$ cat config.mk
export PLATFORM = sky130hd
export DESIGN_NAME = regfile_burst_reader
export DESIGN_NICKNAME = d
export VERILOG_FILES = /design/src/rtl/regfile_burst_reader_pkg.sv /design/src/rtl/nbit_sync_fifo.sv /design/src/rtl/regfile_burst_reader.sv
export SDC_FILE = /design/constraint.sdc
export NUM_CORES = 1
export LEC_CHECK = 0
export BUFFER_PORTS_ARGS = -buffer_cell sky130_fd_sc_hd__buf_2
export CAP_MARGIN = 20
export CORE_ASPECT_RATIO = 1.2
export CORE_MARGIN = 5
export CORE_UTILIZATION = 51
export DETAILED_ROUTE_END_ITERATION = 6
export GPL_ROUTABILITY_DRIVEN = 0
export HOLD_SLACK_MARGIN = 0.12
export PLACE_DENSITY_LB_ADDON = 0.05
export SLEW_MARGIN = 0
export SYNTH_ARGS = -nofsm -noshare
export SYNTH_HDL_FRONTEND = slang
export SYNTH_SLANG_ARGS = --single-unit
$ cat constraint.sdc
create_clock -name In_Clock_50MHz -period 2.55 [get_ports In_Clock_50MHz]
set_clock_uncertainty 0.2 [all_clocks]
set_input_delay 0.51 -clock In_Clock_50MHz [delete_from_list [all_inputs] [get_ports In_Clock_50MHz]]
set_output_delay 0.51 -clock In_Clock_50MHz [all_outputs]
set_load 0.005 [all_outputs]
$ cat src/rtl/regfile_burst_reader_pkg.sv
// Shared definitions for the register-file burst reader.
//   state_e       : burst FSM state encoding
//   READ_LATENCY  : cycles from Out_Read to valid In_ReadData
//   FIFO_DEPTH    : entries in the output stream FIFO
package regfile_burst_reader_pkg;

  typedef enum logic [1:0] {
    ST_IDLE  = 2'd0,
    ST_READ  = 2'd1,
    ST_DRAIN = 2'd2,
    ST_DONE  = 2'd3
  } state_e;

  localparam int READ_LATENCY = 1;
  localparam int FIFO_DEPTH   = 4;

endpackage

$ cat src/rtl/nbit_sync_fifo.sv
// Synchronous show-ahead FIFO.
// Ports:
//   clk, rst_n        : clock, asynchronous active-low reset
//   push, push_data   : write request and data (dropped when full and not popping)
//   pop               : read request (ignored when empty)
//   pop_data          : current head entry, valid while !empty
//   full, empty       : status flags
//   occupancy         : number of stored entries
// A push and a pop in the same cycle are both honoured, including when full.
module nbit_sync_fifo #(
  parameter int P_Width = 33,
  parameter int P_Depth = 4,
  localparam int PTR_W  = (P_Depth > 1) ? $clog2(P_Depth) : 1,
  localparam int OCC_W  = $clog2(P_Depth + 1)
) (
  input  logic               clk,
  input  logic               rst_n,
  input  logic               push,
  input  logic [P_Width-1:0] push_data,
  input  logic               pop,
  output logic [P_Width-1:0] pop_data,
  output logic               full,
  output logic               empty,
  output logic [OCC_W-1:0]   occupancy
);

  logic [P_Width-1:0] mem_q [P_Depth];
  logic [P_Width-1:0] mem_d [P_Depth];
  logic [PTR_W-1:0]   rd_ptr_q, rd_ptr_d;
  logic [PTR_W-1:0]   wr_ptr_q, wr_ptr_d;
  logic [OCC_W-1:0]   occ_q, occ_d;
  logic               do_push;
  logic               do_pop;

  function automatic logic [PTR_W-1:0] ptr_inc(input logic [PTR_W-1:0] p);
    return (p == PTR_W'(P_Depth - 1)) ? '0 : p + 1'b1;
  endfunction

  assign empty     = (occ_q == '0);
  assign full      = (occ_q == OCC_W'(P_Depth));
  assign occupancy = occ_q;
  assign pop_data  = mem_q[rd_ptr_q];

  always_comb begin
    do_pop   = pop && !empty;
    do_push  = push && (!full || do_pop);
    mem_d    = mem_q;
    rd_ptr_d = rd_ptr_q;
    wr_ptr_d = wr_ptr_q;
    occ_d    = occ_q;
    if (do_push) begin
      mem_d[wr_ptr_q] = push_data;
      wr_ptr_d        = ptr_inc(wr_ptr_q);
    end
    if (do_pop) begin
      rd_ptr_d = ptr_inc(rd_ptr_q);
    end
    case ({do_push, do_pop})
      2'b10:   occ_d = occ_q + 1'b1;
      2'b01:   occ_d = occ_q - 1'b1;
      default: occ_d = occ_q;
    endcase
  end

  always_ff @(posedge clk or negedge rst_n) begin
    if (!rst_n) begin
      for (int i = 0; i < P_Depth; i++) begin
        mem_q[i] <= '0;
      end
      rd_ptr_q <= '0;
      wr_ptr_q <= '0;
      occ_q    <= '0;
    end else begin
      mem_q    <= mem_d;
      rd_ptr_q <= rd_ptr_d;
      wr_ptr_q <= wr_ptr_d;
      occ_q    <= occ_d;
    end
  end

endmodule

$ cat src/rtl/regfile_burst_reader.sv
// Burst read initiator for a register file with a valid/ready output stream.
// Ports:
//   In_Clock_50MHz, In_Reset_n       : clock, asynchronous active-low reset
//   In_Start, In_StartAddress, In_Count : burst request (sampled only in IDLE)
//   Out_Address, Out_Read, In_ReadData  : register file read port (latency 1)
//   Out_Data, Out_Valid, In_Ready, Out_Last : output stream
//   Out_Busy, Out_Done               : burst status
// Stream handshake: a word transfers in any cycle where Out_Valid and In_Ready
// are both high. Once Out_Valid is high it stays high, with Out_Data and
// Out_Last unchanged, until that transfer happens.
module regfile_burst_reader
  import regfile_burst_reader_pkg::*;
#(
  parameter int P_RegWidth   = 3,
  parameter int P_BitWidth   = 32,
  parameter int P_CountWidth = 4
) (
  input  logic                    In_Clock_50MHz,
  input  logic                    In_Reset_n,
  input  logic                    In_Start,
  input  logic [P_RegWidth-1:0]   In_StartAddress,
  input  logic [P_CountWidth-1:0] In_Count,
  output logic [P_RegWidth-1:0]   Out_Address,
  output logic                    Out_Read,
  input  logic [P_BitWidth-1:0]   In_ReadData,
  output logic [P_BitWidth-1:0]   Out_Data,
  output logic                    Out_Valid,
  input  logic                    In_Ready,
  output logic                    Out_Last,
  output logic                    Out_Busy,
  output logic                    Out_Done
);

  localparam int OCC_W = $clog2(FIFO_DEPTH + 1);

  state_e                  state_q, state_d;
  logic [P_RegWidth-1:0]   addr_q, addr_d;
  logic [P_CountWidth-1:0] remain_q, remain_d;
  // Per-stage valid and last-word tags for reads travelling through the
  // register file pipeline.
  logic [READ_LATENCY-1:0] vld_pipe_q, vld_pipe_d;
  logic [READ_LATENCY-1:0] last_pipe_q, last_pipe_d;
  logic                    busy_q, busy_d;
  logic                    done_q, done_d;

  logic                    rd_issue;
  int                      in_flight;
  logic                    fifo_push;
  logic [P_BitWidth:0]     fifo_wdata;
  logic [P_BitWidth:0]     fifo_rdata;
  logic                    fifo_pop;
  logic                    fifo_full;
  logic                    fifo_empty;
  logic [OCC_W-1:0]        fifo_occ;
  logic                    head_last;

  assign fifo_push  = vld_pipe_q[READ_LATENCY-1];
  assign fifo_wdata = {last_pipe_q[READ_LATENCY-1], In_ReadData};
  assign head_last  = fifo_rdata[P_BitWidth];
  assign fifo_pop   = !fifo_empty && In_Ready;

  nbit_sync_fifo #(
    .P_Width (P_BitWidth + 1),
    .P_Depth (FIFO_DEPTH)
  ) u_fifo (
    .clk       (In_Clock_50MHz),
    .rst_n     (In_Reset_n),
    .push      (fifo_push),
    .push_data (fifo_wdata),
    .pop       (fifo_pop),
    .pop_data  (fifo_rdata),
    .full      (fifo_full),
    .empty     (fifo_empty),
    .occupancy (fifo_occ)
  );

  always_comb begin
    in_flight = $countones(vld_pipe_q);
    // Reserve a FIFO slot for every read still in the pipeline so the FIFO
    // can never overflow, whatever the downstream does with In_Ready.
    rd_issue  = (state_q == ST_READ) && (remain_q != '0) && !fifo_full &&
                ((int'(fifo_occ) + in_flight) < FIFO_DEPTH);

    state_d  = state_q;
    addr_d   = addr_q;
    remain_d = remain_q;

    case (state_q)
      ST_IDLE: begin
        if (In_Start) begin
          if (In_Count != '0) begin
            addr_d   = In_StartAddress;
            remain_d = In_Count;
            state_d  = ST_READ;
          end else begin
            state_d = ST_DONE;
          end
        end
      end
      ST_READ: begin
        if (rd_issue) begin
          addr_d   = addr_q + 1'b1;
          remain_d = remain_q - 1'b1;
          if (remain_q == P_CountWidth'(1)) begin
            state_d = ST_DRAIN;
          end
        end
      end
      ST_DRAIN: begin
        if (fifo_pop && head_last) begin
          state_d = ST_DONE;
        end
      end
      ST_DONE: begin
        state_d = ST_IDLE;
      end
      default: begin
        state_d = ST_IDLE;
      end
    endcase

    vld_pipe_d  = vld_pipe_q;
    last_pipe_d = last_pipe_q;
    for (int i = READ_LATENCY - 1; i > 0; i--) begin
      vld_pipe_d[i]  = vld_pipe_q[i-1];
      last_pipe_d[i] = last_pipe_q[i-1];
    end
    vld_pipe_d[0]  = rd_issue;
    last_pipe_d[0] = rd_issue && (remain_q == P_CountWidth'(1));

    busy_d = (state_d == ST_READ) || (state_d == ST_DRAIN);
    done_d = (state_d == ST_DONE);
  end

  always_ff @(posedge In_Clock_50MHz or negedge In_Reset_n) begin
    if (!In_Reset_n) begin
      state_q     <= ST_IDLE;
      addr_q      <= '0;
      remain_q    <= '0;
      vld_pipe_q  <= '0;
      last_pipe_q <= '0;
      busy_q      <= 1'b0;
      done_q      <= 1'b0;
    end else begin
      state_q     <= state_d;
      addr_q      <= addr_d;
      remain_q    <= remain_d;
      vld_pipe_q  <= vld_pipe_d;
      last_pipe_q <= last_pipe_d;
      busy_q      <= busy_d;
      done_q      <= done_d;
    end
  end

  assign Out_Address = addr_q;
  assign Out_Read    = rd_issue;
  assign Out_Valid   = !fifo_empty;
  // Mask the head when empty so stale storage never shows on the stream.
  assign Out_Data    = fifo_empty ? '0 : fifo_rdata[P_BitWidth-1:0];
  assign Out_Last    = !fifo_empty && head_last;
  assign Out_Busy    = busy_q;
  assign Out_Done    = done_q;

endmodule

# Word-level counts from Yosys, hierarchy flattened

Index checks and enable logic that the tools add are counted.

Magnitude comparators: 4
Add/subtract/negate cells: 7
Reductions and logical operators: 21
Muxes and demuxes: 24
Equality and inequality tests: 15
Bitwise operators: 2

Operator list:

| cell                                                                  | number |
|---|---|
| 132-bit bitwise mux                                                   | 1 |
| 33-bit 2-to-1 mux                                                     | 3 |
| 33-bit binary-select mux with 2-bit select                            | 1 |
| 33-bit demux with 2-bit select                                        | 1 |
| 32-bit 2-to-1 mux                                                     | 1 |
| 2-bit == test (second input constant)                                 | 7 |
| 2-bit 2-to-1 mux                                                      | 7 |
| 4-bit 2-to-1 mux                                                      | 3 |
| 3-bit one-hot mux with 2 select lines                                 | 2 |
| 1-bit logical AND                                                     | 10 |
| 3-bit 2-to-1 mux                                                      | 3 |
| 2-bit one-hot mux with 4 select lines                                 | 1 |
| 4-bit one-hot mux with 2 select lines                                 | 1 |
| 4-bit nonzero test                                                    | 2 |
| 3-bit by 1-bit adder with 3-bit output (second input constant)        | 2 |
| 2-bit by 1-bit == test with 1-bit output (second input constant)      | 3 |
| 3-bit greater-or-equal comparator (second input constant)             | 2 |
| 2-bit != test (second input constant)                                 | 3 |
| 2-bit NOT with 3-bit output                                           | 2 |
| 2-bit by 1-bit adder with 2-bit output (second input constant)        | 2 |
| 3-bit by 1-bit adder with 4-bit output                                | 1 |
| 4-bit by 1-bit == test with 1-bit output (second input constant)      | 1 |
| 4-bit by 3-bit < comparator with 1-bit output (second input constant) | 1 |
| 4-bit AND reduction                                                   | 1 |
| 9 further kinds                                                       | 12 |

Register bits: 152
Output and inout bits: 40
Logic and storage cells: 87

# Logic depth before layout (Yosys ltp)

Word-level depth: 9
Gate-level depth with buffers: 10

# Hierarchy

A second synthesis with hierarchy kept.

Cell total of the unflattened synthesis: 467
Area, all modules: 7104.3 um^2

Modules (own cells, without submodules):

| module               | area an instance (um^2) | cells an instance | times used |
|---|---|---|---|
| nbit_sync_fifo       | 6175.9                  | 361               | 1 |
| regfile_burst_reader | 928.4                   | 106               | 1 |

# Worst setup path after synthesis

Ideal clock, no wire load.

Path type: reg-to-reg
Start: register u_fifo.occ_q[2] (netlist: u_fifo.occupancy[2])
End: register u_fifo.occ_q[2] (netlist: u_fifo.occupancy[2])
Arrival: 1.998 ns
Required time: 2.270 ns
Cell stages (with the launch flop): 11
Path slack: 0.272 ns
Buffers on the path: 1
Library setup time: 0.080 ns
Cells stage by stage: dfrtp_1 -> inv_2 -> o41a_1 -> buf_6 -> inv_1 -> ha_1 -> inv_1 -> fa_1 -> xor2_1 -> nor2_1 -> xnor2_1

Longest elaborated chain between the ends: 8
Elaborated cells on any way between the ends: 14
Those cells by class: add/sub: 2; eq/ne: 3; mux: 1; reduce/logical: 8

RTL lines:

| element                                                                     | RTL line                                         | RTL |
|---|---|---|
| start, declared                                                             | nbit_sync_fifo.sv:31                             | `logic [OCC_W-1:0] occ_q, occ_d;` |
| start signal, assigned                                                      | nbit_sync_fifo.sv:72                             | `occ_q <= '0;` |
| start signal, assigned                                                      | nbit_sync_fifo.sv:77                             | `occ_q <= occ_d;` |
| 3-bit zero test                                                             | nbit_sync_fifo.sv:39                             | `assign empty = (occ_q == '0);` |
| 1-bit zero test                                                             | nbit_sync_fifo.sv:45, regfile_burst_reader.sv:60 |  |
| 1-bit logical AND                                                           | regfile_burst_reader.sv:60                       | `assign fifo_pop = !fifo_empty && In_Ready;` |
| 1-bit logical AND                                                           | nbit_sync_fifo.sv:45                             | `do_pop = pop && !empty;` |
| 1-bit logical OR                                                            | nbit_sync_fifo.sv:46                             | `do_push = push && (!full \|\| do_pop);` |
| 1-bit logical AND                                                           | nbit_sync_fifo.sv:46                             |  |
| 2-bit by 1-bit == test with 1-bit output or 2-bit == test (tied branches)   | nbit_sync_fifo.sv:58                             | `case ({do_push, do_pop})` |
| 3-bit one-hot mux with 2 select lines or 2-bit nonzero test (tied branches) | -                                                |  |

Parallel ways exist; a longest one is shown, timed or not.
A chain may end at the register's enable or synchronous reset.

# Worst setup path in the final report

Start: register u_fifo.rd_ptr_q[0]
End: output Out_Data[8]

Longest elaborated chain between the ends: 5

RTL lines:

| element                                               | RTL line                    | RTL |
|---|---|---|
| start, declared                                       | nbit_sync_fifo.sv:29        | `logic [PTR_W-1:0] rd_ptr_q, rd_ptr_d;` |
| start signal, assigned                                | nbit_sync_fifo.sv:75        | `rd_ptr_q <= rd_ptr_d;` |
| 2-bit NOT with 3-bit output (not written as such)     | nbit_sync_fifo.sv:42        | `assign pop_data = mem_q[rd_ptr_q];` |
| 33-bit binary-select mux with 2-bit select            | nbit_sync_fifo.sv:42        |  |
| 33-bit 2-to-1 mux (not written as such) (2 in series) | nbit_sync_fifo.sv:42        |  |
| 32-bit 2-to-1 mux                                     | regfile_burst_reader.sv:159 | `assign Out_Data = fifo_empty ? '0 : fifo_rdata[P_BitWidth-1:0];` |
| end, declared                                         | regfile_burst_reader.sv:26  | `output logic [P_BitWidth-1:0] Out_Data,` |

No other way between the ends. The select of a mux whose other input is x is not followed.

==> impl_metrics.json <==
{
  "cts-htree-levels": 4,
  "dp_hpwl_mm": 9.20,
  "comb_power_share": 0.488,
  "worstSetupStartpointType": "flop",
  "multiInputGateArea_sq_um": 3610,
  "drc_errors": 0,
  "worst_path_max_delay_cell": "mux4_2",
  "finalCritPeriodShare": 1.01,
  "r2r_start": "u_fifo.occupancy[2]",
  "drtPass1Iterations": 4,
  "grt_pass1_vias": 4606,
  "period_needed_ns": 2.58,
  "grt_setup_unrepaired": "true",
  "endpoint_kind": "output pin",
  "ant_nets": 0,
  "slew_violations": 0,
  "fmax_ghz": 0.387,
  "coreArea_sq_um": 15000,
  "numCtsBuffers": 17,
  "status": "finished, violations left",
  "critPathKind": "flop to output pin",
  "placed_cell_area_sq_um": 8230,
  "avgSynthCellArea_sq_um": 16.5,
  "reg2reg_slack_ns": 0.31,
  "die_area_sq_um": 17700,
  "max_slew_margin": 0.703,
  "grt_max_degree": 72,
  "synth.yosys.warnings": 0,
  "pre_cts_ws_ns": 0.259,
  "synthArstFlopShare": 1.00,
  "cp_data_required_time_ns": 1.84,
  "grt_overflow": 0,
  "fillers": 1203,
  "grt_first_pass_wirelength_mm": 24.6,
  "intPower_uw": 9540,
  "pwr-share-seq": 0.324,
  "setup_slack_ns": -0.0342,
  "arrival_ns": 1.87,
  "hp-start": "In_ReadData[21]",
  "cts_tree": "done",
  "grt.total_usage": 0.182,
  "peakVddDrop_mv": 0.670,
  "port-buffer-count": 82,
  "cap_violations": 0,
  "numClockSinks": 152,
  "drive_gt1_frac": 0.582,
  "crit_chain": "buf_12, mux4_2, and2_4, buf_6",
  "ff_latch_area_sq_um": 3810,
  "antenna_found_initial": 1,
  "via_per_inst": 5.35,
  "cts_root_buf": "clkbuf_16",
  "synth_cell_types": 39,
  "initial_core_util": 0.516,
  "crit_fanout": 19,
  "wl_per_cell_microns": 19.4,
  "dieHeight_microns": 145,
  "wirelength_mm": 15.1,
  "areaGrowthSynthToFinish_pct": 17.8,
  "setup_viol": 9,
  "worst_skew_pair.late_latency_ns": 0.42,
  "synthCells": 467,
  "p_per_area_nw_per_um2": 1480,
  "fp-row-count": 49,
  "violations": "negative setup slack",
  "drtIter0Drc": 221,
  "fin_nets": 616,
  "netSwitchingFraction": 0.292,
  "leakage_uw": 0.00447,
  "final_area_sq_um": 9090,
  "min_path_cells": 2,
  "syn-num-nets": 522,
  "whs_endpoint": "u_fifo.mem_q[87]",
  "clk_path_buf_depth": 2,
  "yosys_register_bits": 152,
  "hp-class": "input pin to flop",
  "antenna_cells": 0,
  "synth_edf_count": 0,
  "dr_total_vias": 4160,
  "r2r_cells": 9,
  "finalHoldViolCount": 0,
  "p_clk_frac": 0.188,
  "cpPeakStageDelay_ns": 0.54,
  "synth_seq_area_share": 0.493,
  "timing.rr.end": "u_fifo.occupancy[2]",
  "worst_pin_slew_ns": 0.445,
  "clk_pin_slew_ns": 0.06,
  "syn-cell-area_sq_um": 7720,
  "die_x_microns": 122,
  "synthFlopType": "dfrtp_1",
  "io_pins": 83,
  "switching_power_uw": 3930
}
==> registers in the layout, indices dropped and copies added (netlist names), 2 cells and up <==
name              flops
Out_Address           3
remain_q              4
state_q               2
u_fifo.mem_q        132
u_fifo.occupancy      3
u_fifo.rd_ptr_q       2
u_fifo.wr_ptr_q       2
==> worst max-delay path: cells and delay by family, from the launching register on <==
| kind | cells | cell delay, ns |
|---|---|---|
| AND/OR/NAND/NOR | 1 | 0.18 |
| buffers and inverters | 2 | 0.33 |
| flip-flops | 1 | 0.41 |
| multiplexers | 1 | 0.54 |
==> logic make-up after synthesis <==
logic type,Yosys count,share of synthesized area
buffers and inverters,40,0.0475
adders and majority gates,12,0.0204
xor gates and xnor gates,3,0.00340
and+or+nand+nor,68,0.0588
AOI/OAI and AO/OA,19,0.0186
DFF,152,0.493
muxes,173,0.359
==> cells in the mapped netlist (3+ instances only) <==
master | instances | area, sq um
inv_1 | 10 | 37.5
and2_1 | 33 | 206
dfrtp_1 | 152 | 3800
ha_1 | 11 | 138
nand3_1 | 3 | 15.0
nor3_1 | 8 | 40.0
buf_12 | 12 | 240
nand2_1 | 5 | 18.8
o211a_1 | 3 | 30.0
mux2_4 | 121 | 1820
a31oi_1 | 5 | 31.3
clkbuf_1 | 10 | 37.5
nand2_8 | 4 | 80.1
o21ai_0 | 4 | 20.0
mux2i_1 | 4 | 40.0
mux2_2 | 15 | 169
nor2_1 | 4 | 15.0
buf_2 | 5 | 25.0
mux4_2 | 33 | 743
==> how the worst max path moves through the flow <==
stage	startpoint	end	slack, ns	depth (start not counted)
after CTS	u_fifo.rd_ptr_q[0]	Out_Last	-0.07	4
after global placement	In_Ready	u_fifo.occupancy[2]	0.28	9
final	u_fifo.rd_ptr_q[0]	Out_Data[8]	-0.03	4
after floorplan	u_fifo.occupancy[2]	u_fifo.occupancy[2]	0.27	10
after detailed placement	In_Ready	u_fifo.occupancy[2]	0.26	9
after global routing	u_fifo.rd_ptr_q[0]	Out_Data[21]	-0.10	4
==> metal layers <==
layer  share of wire  global-route usage
met1            0.44               0.239
met2            0.50               0.295
met3           0.040              0.0432
met4           0.018              0.0713
met5         0.00073                   0
==> what timing repair did <==
action	CTS	global route
hold buffers	1	0
resized for setup	23	23
pin swaps	1	2
endpoints found under the hold margin	31	0
setup endpoints to repair	34	34
buffers inserted	5	3
==> layout make-up <==
type	count	area share
sequential	152	0.419
multi-input combinational	275	0.397
timing repair buffer	104	0.0853
clock buffer	20	0.0491
tap	204	0.0281
clock inverter	12	0.0166
inverter	11	0.00454
==> power groups by stage <==
| stage | registers [uW] | clock network, uW | logic, uW |
|---|---|---|---|
| floorplan | 4100 | 0 | 4580 |
| global placement | 4340 | 0 | 5680 |
| detailed placement | 4390 | 0 | 5780 |
| CTS | 4350 | 2600 | 6280 |
| global route | 4500 | 2710 | 7060 |
| finish | 4370 | 2540 | 6570 |
==> cells in the final DEF, fill, tap and decap left out, types with 3 or more instances in the layout <==
cell type,instances
buf_12,5
nor2_1,4
dfrtp_1,150
and2_1,12
clkbuf_16,17
mux2_4,121
inv_1,9
buf_2,61
mux4_2,33
nand2_1,5
clkinvlp_4,5
and2_4,21
o211a_1,3
bufinv_16,3
nand3_1,3
nor3_1,8
buf_6,22
ha_1,11
nand2_8,4
mux2i_1,4
o21ai_0,4
clkinv_2,3
mux2_2,15
a31oi_1,5
buf_4,15
==> metrics by stage <==
| step | utilization | hold slack, ns | power (uW) | setup TNS (ns) | instances |
|---|---|---|---|---|---|
| finish | 0.608 | 0.169 | 13500 | -0.128 | 778 |
| global route | 0.608 | 0.155 | 14300 | -2.28 | 778 |
| CTS | 0.600 | 0.150 | 13200 | -0.941 | 775 |
| detailed placement | 0.550 | 0.217 | 10200 | 0 | 737 |
| global placement | 0.550 | 0.217 | 10000 | 0 | 737 |
| floorplan | - | 0.0144 | 8680 | 0 | 467 |
(Power assumes the default switching activity.)
